### src/rtl/wb_stage_pipe_pkg.sv
// wb_stage_pipe_pkg: opcode, writeback-source and load-size constants for the writeback stage
package wb_pkg;
  localparam logic [6:0] OP_JAL   = 7'b1101111;
  localparam logic [6:0] OP_JALR  = 7'b1100111;
  localparam logic [6:0] OP_LUI   = 7'b0110111;
  localparam logic [6:0] OP_AUIPC = 7'b0010111;
  typedef enum logic [1:0] {WB_ALU = 2'b00, WB_MEM = 2'b01, WB_UJ = 2'b10} memtoreg_e;
  localparam logic [2:0] F3_LB  = 3'b000;
  localparam logic [2:0] F3_LH  = 3'b001;
  localparam logic [2:0] F3_LW  = 3'b010;
  localparam logic [2:0] F3_LBU = 3'b100;
  localparam logic [2:0] F3_LHU = 3'b101;
endpackage

### src/rtl/wb_stage_pipe_if.sv
// wb_stage_pipe_if: MEM-stage inputs and writeback/forwarding outputs of the writeback stage
interface wb_stage_pipe_if #(parameter int N = 32, parameter int RA_W = 5);
  logic            in_valid;
  logic            stall;
  logic            flush;
  logic [N-1:0]    alu_out;
  logic [N-1:0]    mem_out;
  logic [N-1:0]    return_addr;
  logic [N-1:0]    imm_out;
  logic [N-1:0]    pc_signed_offset;
  logic [1:0]      memtoreg;
  logic [6:0]      opcode_in;
  logic [2:0]      funct3_in;
  logic [1:0]      addr_lo;
  logic [RA_W-1:0] rd_in;
  logic            regwrite_in;
  logic            wb_valid;
  logic            wb_we;
  logic [RA_W-1:0] wb_rd;
  logic [N-1:0]    wb_data;
  logic            fwd_valid;
  logic [63:0]     instret;
  modport master (
    output in_valid, stall, flush, alu_out, mem_out, return_addr, imm_out, pc_signed_offset,
           memtoreg, opcode_in, funct3_in, addr_lo, rd_in, regwrite_in,
    input  wb_valid, wb_we, wb_rd, wb_data, fwd_valid, instret
  );
  modport slave (
    input  in_valid, stall, flush, alu_out, mem_out, return_addr, imm_out, pc_signed_offset,
           memtoreg, opcode_in, funct3_in, addr_lo, rd_in, regwrite_in,
    output wb_valid, wb_we, wb_rd, wb_data, fwd_valid, instret
  );
endinterface

### src/rtl/wb_stage_pipe_load_fmt.sv
// load_fmt: byte/half-word select and sign/zero extension of a raw memory read word
module load_fmt
  import wb_pkg::*;
#(
  parameter int N = 32
) (
  input  logic [N-1:0] mem_out,
  input  logic [2:0]   funct3,
  input  logic [1:0]   addr_lo,
  output logic [N-1:0] data
);
  if (N == 32) begin : g_fmt
    logic [7:0]  b;
    logic [15:0] h;
    assign b = mem_out[8*addr_lo +: 8];
    assign h = mem_out[16*addr_lo[1] +: 16];
    // sub-word loads are extended to the full word; unknown sizes fall back to the whole word
    always_comb
      data = funct3 == F3_LW  ? mem_out :
             funct3 == F3_LB  ? {{24{b[7]}}, b} :
             funct3 == F3_LBU ? {24'd0, b} :
             funct3 == F3_LH  ? {{16{h[15]}}, h} :
             funct3 == F3_LHU ? {16'd0, h} : mem_out;
  end else begin : g_pass
    assign data = mem_out;
  end
endmodule

### src/rtl/wb_stage_pipe.sv
// wb_stage_pipe: registered writeback stage with source select, load formatting and forwarding; WB_INSTRET_EN adds a retired-instruction counter
module wb_stage_pipe
  import wb_pkg::*;
#(
  parameter int N    = 32,
  parameter int RA_W = 5
) (
  input  logic clk,
  input  logic rst,
  wb_stage_pipe_if.slave bus
);
  logic [N-1:0]    ld_data, uj_data, src_data;
  logic            capture;
  logic            valid_d, valid_q, we_d, we_q;
  logic [RA_W-1:0] rd_d, rd_q;
  logic [N-1:0]    data_d, data_q;
  load_fmt #(.N(N)) u_load_fmt (
    .mem_out (bus.mem_out),
    .funct3  (bus.funct3_in),
    .addr_lo (bus.addr_lo),
    .data    (ld_data)
  );
  assign capture = !bus.flush && !bus.stall;
  // writeback source: U/J value by opcode, formatted load, or ALU (also for the reserved code)
  always_comb begin
    uj_data  = (bus.opcode_in == OP_JAL || bus.opcode_in == OP_JALR) ? bus.return_addr :
               bus.opcode_in == OP_LUI   ? bus.imm_out :
               bus.opcode_in == OP_AUIPC ? bus.pc_signed_offset : bus.alu_out;
    src_data = bus.memtoreg == WB_MEM ? ld_data :
               bus.memtoreg == WB_UJ  ? uj_data : bus.alu_out;
  end
  // flush kills the entry but keeps rd/data; stall freezes everything; otherwise capture
  always_comb begin
    valid_d = bus.flush ? 1'b0 : bus.stall ? valid_q : bus.in_valid;
    we_d    = bus.flush ? 1'b0 : bus.stall ? we_q :
              bus.in_valid && bus.regwrite_in && bus.rd_in != '0;
    rd_d    = capture ? bus.rd_in : rd_q;
    data_d  = capture ? src_data : data_q;
  end
  // writeback register
  always_ff @(posedge clk) begin
    if (rst) begin
      valid_q <= 1'b0;
      we_q    <= 1'b0;
      rd_q    <= '0;
      data_q  <= '0;
    end else begin
      valid_q <= valid_d;
      we_q    <= we_d;
      rd_q    <= rd_d;
      data_q  <= data_d;
    end
  end
  assign bus.wb_valid  = valid_q;
  assign bus.wb_we     = we_q;
  assign bus.wb_rd     = rd_q;
  assign bus.wb_data   = data_q;
  assign bus.fwd_valid = valid_q & we_q;
`ifdef WB_INSTRET_EN
  logic [63:0] instret_q;
  // counts valid instructions on capture edges, wrapping naturally at 2^64
  always_ff @(posedge clk) begin
    if (rst) instret_q <= '0;
    else if (capture && bus.in_valid) instret_q <= instret_q + 64'd1;
  end
  assign bus.instret = instret_q;
`else
  assign bus.instret = '0;
`endif
endmodule

### src/flat_wrapper.sv
// flat-port wrapper written by rule: the top's interface ports become plain ports
module wb_stage_pipe_flat import wb_pkg::*;
#(
  parameter int N    = 32,
  parameter int RA_W = 5
)
  (clk, rst, bus_in_valid, bus_stall, bus_flush, bus_alu_out, bus_mem_out, bus_return_addr, bus_imm_out, bus_pc_signed_offset, bus_memtoreg, bus_opcode_in, bus_funct3_in, bus_addr_lo, bus_rd_in, bus_regwrite_in, bus_wb_valid, bus_wb_we, bus_wb_rd, bus_wb_data, bus_fwd_valid, bus_instret);
  wb_stage_pipe_if #(.N(N), .RA_W(RA_W)) bus_i ();
  input  logic clk;
  input  logic rst;
  input wire logic [$bits(bus_i.in_valid)-1:0] bus_in_valid;
  input wire logic [$bits(bus_i.stall)-1:0] bus_stall;
  input wire logic [$bits(bus_i.flush)-1:0] bus_flush;
  input wire logic [$bits(bus_i.alu_out)-1:0] bus_alu_out;
  input wire logic [$bits(bus_i.mem_out)-1:0] bus_mem_out;
  input wire logic [$bits(bus_i.return_addr)-1:0] bus_return_addr;
  input wire logic [$bits(bus_i.imm_out)-1:0] bus_imm_out;
  input wire logic [$bits(bus_i.pc_signed_offset)-1:0] bus_pc_signed_offset;
  input wire logic [$bits(bus_i.memtoreg)-1:0] bus_memtoreg;
  input wire logic [$bits(bus_i.opcode_in)-1:0] bus_opcode_in;
  input wire logic [$bits(bus_i.funct3_in)-1:0] bus_funct3_in;
  input wire logic [$bits(bus_i.addr_lo)-1:0] bus_addr_lo;
  input wire logic [$bits(bus_i.rd_in)-1:0] bus_rd_in;
  input wire logic [$bits(bus_i.regwrite_in)-1:0] bus_regwrite_in;
  output wire logic [$bits(bus_i.wb_valid)-1:0] bus_wb_valid;
  output wire logic [$bits(bus_i.wb_we)-1:0] bus_wb_we;
  output wire logic [$bits(bus_i.wb_rd)-1:0] bus_wb_rd;
  output wire logic [$bits(bus_i.wb_data)-1:0] bus_wb_data;
  output wire logic [$bits(bus_i.fwd_valid)-1:0] bus_fwd_valid;
  output wire logic [$bits(bus_i.instret)-1:0] bus_instret;
  assign bus_i.in_valid = bus_in_valid;
  assign bus_i.stall = bus_stall;
  assign bus_i.flush = bus_flush;
  assign bus_i.alu_out = bus_alu_out;
  assign bus_i.mem_out = bus_mem_out;
  assign bus_i.return_addr = bus_return_addr;
  assign bus_i.imm_out = bus_imm_out;
  assign bus_i.pc_signed_offset = bus_pc_signed_offset;
  assign bus_i.memtoreg = bus_memtoreg;
  assign bus_i.opcode_in = bus_opcode_in;
  assign bus_i.funct3_in = bus_funct3_in;
  assign bus_i.addr_lo = bus_addr_lo;
  assign bus_i.rd_in = bus_rd_in;
  assign bus_i.regwrite_in = bus_regwrite_in;
  assign bus_wb_valid = bus_i.wb_valid;
  assign bus_wb_we = bus_i.wb_we;
  assign bus_wb_rd = bus_i.wb_rd;
  assign bus_wb_data = bus_i.wb_data;
  assign bus_fwd_valid = bus_i.fwd_valid;
  assign bus_instret = bus_i.instret;
  wb_stage_pipe #(.N(N), .RA_W(RA_W)) u_core (.clk(clk), .rst(rst), .bus(bus_i));
endmodule
### config.mk
export PLATFORM = sky130hd
export DESIGN_NAME = wb_stage_pipe_flat
export DESIGN_NICKNAME = d
export VERILOG_FILES = /design/src/rtl/wb_stage_pipe_pkg.sv /design/src/rtl/wb_stage_pipe_if.sv /design/src/rtl/wb_stage_pipe_load_fmt.sv /design/src/rtl/wb_stage_pipe.sv /design/src/flat_wrapper.sv
export SDC_FILE = /design/constraint.sdc
export NUM_CORES = 1
export LEC_CHECK = 0
export CAP_MARGIN = 30
export CORE_MARGIN = 2
export CORE_UTILIZATION = 39
export DETAILED_ROUTE_END_ITERATION = 10
export GPL_ROUTABILITY_DRIVEN = 0
export PLACE_DENSITY = 0.89
export RECOVER_POWER = 25
export SKIP_CTS_REPAIR_TIMING = 1
export SYNTH_ARGS = -nofsm -noshare
export SYNTH_HDL_FRONTEND = slang
export SYNTH_SLANG_ARGS = --single-unit
### constraint.sdc
create_clock -name clk -period 5.71 [get_ports clk]
set_clock_uncertainty 0.05 [all_clocks]
set_input_delay 1.142 -clock clk [delete_from_list [all_inputs] [get_ports clk]]
set_output_delay 1.142 -clock clk [all_outputs]
set_load 0.005 [all_outputs]
==> impl_metrics.yaml <==
clock_network:
  cts.path.max_buffers: 2
  path_clk_slew_ps: 60
  cts_root_buffer: "clkbuf_16"
  clock_latency_ps: 280
  cts_tree: "done"
  numCtsBuffers: 5
  cts.sinks: 39
  htree_levels: 2
synth:
  netlist_area_um2: 4530
  synthArstFlopShare_pct: 0
  postSynthCellCount: 612
  synth_edf_count: 0
  yosysTopAreaCell: "dfxtp_1"
  seq_area_frac_synth_pct: 17.3
  yosysUniqueCellTypes: 53
  synth_seq_cells: 39
  syn_area_per_cell_um2: 7.39
  ys_warn_count: 0
  synth.top_cells.by_area: "dfxtp_1 17%, buf_4 11%, a21oi_1 7.6%"
  synthFlopType: "dfxtp_1"
  yosysTopAreaCellShare_pct: 17.3
cells_and_area:
  area_growth_syn_to_layout_pct: 47.0
  final_nets: 977
  final_cell_mix: "205 x clkdlybuf4s50_1, 69 x a21oi_1, 64 x conb_1, 53 x nand2_1, 39 x dfxtp_1"
  layout-drive-gt1-share_pct: 5.80
  multi_input_area_um2: 3200
  regArea_um2: 781
  fillCellCount: 1036
  antenna_cells: 0
  layout_commonest_cell: "clkdlybuf4s50_1"
sta:
  period_minus_slack_ps: 3910
  setup_viol: 0
  max_slew_margin_pct: -15.0
  slew_viol_final: 34
  worst_pin_slew_ps: 1730
  fmax_ghz: 0.256
  min_period_over_period_pct: 68.5
  fin_setup_tns_ps: 0
  rsz0062_at_grt: "no"
  hold_viol_final: 0
power_and_ir_drop:
  power_w: 0.000980
  power_density_nw_per_um2: 147
  leakage_nw: 2.57
  ir_worst_vdd_mv: 0.144
routing:
  vias: 5557
  vias_per_cell: 5.94
  drtIter0Drc: 696
  firstDrtPassIters: 11
  drt.antenna.violating_nets: 0
  route.detailed.drc: 12
  routed_wl_mm: 18.6
  wl_per_cell_um: 19.9
hold_path:
  hold_path.class: "flip-flop to flip-flop"
global_route:
  first_global_vias: 5115
  antenna_found_initial: 0
  grt_pass1_wl_mm: 28.2
  grt_max_degree: 38
  grt_usage_pct: 28.1
  overflow: 0
floorplan:
  coreArea_um2: 11400
  die_w_um: 112
  dieArea_um2: 12500
  die_h_um: 112
  boundaryPins: 289
  rows: 39
  start_util_pct: 39.8
setup_path:
  critPathCaptureType: "flip-flop"
  required_ps: 5880
  critPathKind: "primary input to flip-flop"
  crit_fanout: 33
  start_kind: "primary input"
  cp.arrival_ps: 4090
placement:
  port_buffers: 224
  dp_hpwl_mm: 14.4
status:
  status: "complete, but fails checks"
  violations: "design-rule violations, max-capacitance violations, max-slew violations"
run:
  cap_violations: 1
-- kinds of logic after synthesis --
logic type	count (synthesis)	share of synthesized area, %
and+or+nand+nor	164	16.9
buffers and inverters	129	17.3
AOI/OAI and AO/OA	235	35.6
muxes	44	12.8
DFF	39	17.3
other	1	0.0829
-- routing by layer --
layer	up-vias	global-route usage [%]	wire (um)
met2	446	48.3	8870
met4	0	8.56	623
met1	2528	35.9	7150
li1	2537	-	-
met5	-	0	0
met3	46	4.79	1990
-- worst paths after layout --
path,slack (ps),end,start,depth (start not counted)
worst max register to register,4750,u_core.bus.wb_data[5]$_SDFFE_PP0P_,u_core.bus.wb_data[5]$_SDFFE_PP0P_,3
worst min register to register,400,u_core.bus.wb_data[22]$_SDFFE_PP0P_,u_core.bus.wb_data[22]$_SDFFE_PP0P_,2
worst min-delay path,400,u_core.bus.wb_data[22]$_SDFFE_PP0P_,u_core.bus.wb_data[22]$_SDFFE_PP0P_,2
worst max-delay path,1800,u_core.bus.wb_data[17]$_SDFFE_PP0P_,rst,7
-- metrics by stage --
stage	hold WS [ps]	std cells	cell area [um^2]	setup WS, ps	utilization, %
after floorplan	400	675	4760	3020	-
after global placement	387	927	6490	1760	57.0
after detailed placement	397	928	6510	1740	57.3
after CTS	406	936	6660	2040	58.5
after global routing	421	936	6650	1600	58.5
final	404	936	6650	1800	58.5
-- critical path: stages --
cell	delay [ps]
clkdlybuf4s50_1	400
clkbuf_1	660
nor3_2	950
nand2_1	110
a21oi_1	450
o21ai_0	230
nand3_1	120
-- power breakdown --
group          internal, W  switching [W]
logic             0.000216       0.000185
clock network     0.000161       0.000118
registers         0.000290      0.0000108
total             0.000667       0.000313
-- registers in the layout (all words and copies together) (netlist names) --
register and cells:
u_core.bus.wb_data 32, u_core.bus.wb_rd 5, u_core.bus.wb_valid 1, u_core.bus.wb_we 1
-- cell usage after synthesis (2+ instances only) --
master / number
o22ai_1: 8
o211ai_1: 2
buf_6: 4
nor2b_1: 8
inv_1: 3
nand2b_1: 3
a22o_1: 16
o31ai_1: 10
nor2_1: 34
mux2_2: 9
buf_2: 15
and2_1: 5
nor3_1: 21
buf_4: 67
nand3_1: 28
a21oi_1: 69
a41oi_1: 5
a211oi_1: 28
a22oi_1: 13
a221oi_2: 6
mux4_1: 7
mux2i_1: 27
o21ai_0: 37
a311oi_1: 9
o221a_2: 6
a221oi_1: 3
o21a_1: 10
nand2_1: 53
clkbuf_1: 38
a2111oi_0: 4
or2_2: 2
and3_1: 3
dfxtp_1: 39
-- area by class of cell --
cell class | instances | share of cell area [%]
Multi-Input combinational cell | 507 | 48.1
Timing Repair Buffer | 235 | 35.1
Sequential cell | 39 | 11.7
Tap cell | 143 | 2.69
Clock buffer | 6 | 1.94
Inverter | 4 | 0.226
Clock inverter | 2 | 0.188
(Power assumes the default switching activity.)
==> RTL edit (same settings) <==
`RA_W` is set to 5 in 3 places; all go to 10.
--- a/src/rtl/wb_stage_pipe_if.sv
+++ b/src/rtl/wb_stage_pipe_if.sv
@@ -1,5 +1,5 @@
 // wb_stage_pipe_if: MEM-stage inputs and writeback/forwarding outputs of the writeback stage
-interface wb_stage_pipe_if #(parameter int N = 32, parameter int RA_W = 5);
+interface wb_stage_pipe_if #(parameter int N = 32, parameter int RA_W = 10);
   logic            in_valid;
   logic            stall;
   logic            flush;
--- a/src/rtl/wb_stage_pipe.sv
+++ b/src/rtl/wb_stage_pipe.sv
@@ -3,7 +3,7 @@
   import wb_pkg::*;
 #(
   parameter int N    = 32,
-  parameter int RA_W = 5
+  parameter int RA_W = 10
 ) (
   input  logic clk,
   input  logic rst,
--- a/src/flat_wrapper.sv
+++ b/src/flat_wrapper.sv
@@ -2,7 +2,7 @@
 module wb_stage_pipe_flat import wb_pkg::*;
 #(
   parameter int N    = 32,
-  parameter int RA_W = 5
+  parameter int RA_W = 10
 )
   (clk, rst, bus_in_valid, bus_stall, bus_flush, bus_alu_out, bus_mem_out, bus_return_addr, bus_imm_out, bus_pc_signed_offset, bus_memtoreg, bus_opcode_in, bus_funct3_in, bus_addr_lo, bus_rd_in, bus_regwrite_in, bus_wb_valid, bus_wb_we, bus_wb_rd, bus_wb_data, bus_fwd_valid, bus_instret);
   wb_stage_pipe_if #(.N(N), .RA_W(RA_W)) bus_i ();
Ports: changed (resized bus_rd_in and bus_wb_rd); port bits go from 289 to 299. No check against the original RTL was run, so the function may have changed too.
==> RTL edit against the original RTL <==
  * Total power up 11%
  * Wire length decreased by 7.3%
  * Sequential share of layout area up 1.3 points
  * Cell count rose by 1.5%
  * Critical path depth fell by 1
  * Non-clock buffer count rose by 6
  * Largest power group unchanged
  * Cell area grew 1.6%
  * First-iteration DRC count is 1.4% lower
  * Synthesized area decreased by 0.77%
  * Critical endpoint is now u_core.bus.wb_data[23]
  * Synthesized cell count grew 0.33%
  * Setup slack gained 0.24 ns
  * Combinational power down 4%
  * Critical path type unchanged
  * Sequential cell count increased by 5
==> RTL edit: results (changes against the original RTL) <==
run_status: "finished clean"  # was finished, violations left
met2_length_um: 8542  # was 8871 µm
p_leak_nw: 2.572  # was 2.565 nW
max_stage_delay_ns: 1.16  # was 0.95 ns
vias: 5363  # was 5557
synth_commonest_cells: "67 x buf_4, 59 x nand2_1, 57 x o21ai_0, 50 x nor2_1, 44 x dfxtp_1"  # was 69 x a21oi_1, 67 x buf_4, 53 x nand2_1, 39 x dfxtp_1, 38 x clkbuf_1
worstPathArrival_ns: 3.81  # was 4.09 ns
first_pass_iters: 6  # was 11
critPathSlowestCell: "clkdlybuf4s50_1"  # was nor3_2
grtUsageMet1: 0.3295  # was 0.3595
final_cells: 950  # was 936
routed-wl-met3_um: 1641  # was 1991 µm
drv_cap: 0  # was 1
slew_headroom: 0.3009  # was -0.1505
placed_cells: 941  # was 928
dieArea_um2: 12390  # was 12480 µm²
yosys.cell_types.count: 47  # was 53
endpoint: "u_core.bus.wb_data[23]"  # was u_core.bus.wb_data[17]
ys_seq_area_frac: 0.1962  # was 0.1725
cp_top_family: "buffers and inverters"  # was simple AND/OR/NAND/NOR gates
nFillCells: 1049  # was 1036
io_buffer_count: 234  # was 224
synth_compound_area_frac: 0.3218  # was 0.3561
grt_max_degree: 76  # was 38
gr-usage-met3: 0.04866  # was 0.04790
p_clk_w: 0.000357  # was 0.000279 W
## RTL edit: cell count changes in the layout (fill, tap and decap cells not counted), moves of 9 or more
cell | unedited run | this run
a22o_1 | 16 | 0
a211o_1 | 0 | 12
a221oi_1 | 3 | 15
mux2_2 | 9 | 0
a21oi_1 | 69 | 14
o21ai_0 | 37 | 57
a311oi_1 | 9 | 18
a22oi_1 | 13 | 0
a211oi_1 | 28 | 4
o31ai_1 | 10 | 0
and3_1 | 3 | 16
a31oi_1 | 1 | 11
o211ai_1 | 2 | 23
nor2_1 | 33 | 48
## RTL edit: layout make-up
cell class | instances | area (µm²) | share of cell area
Multi-Input combinational cell | 508 | 3090 | 0.4575
Timing Repair Buffer | 241 | 2405 | 0.3560
Sequential cell | 44 | 880.8 | 0.1304
Tap cell | 143 | 178.9 | 0.02649
Clock buffer | 6 | 138.9 | 0.02056
Clock inverter | 2 | 38.79 | 0.005742
Inverter | 6 | 22.52 | 0.003334
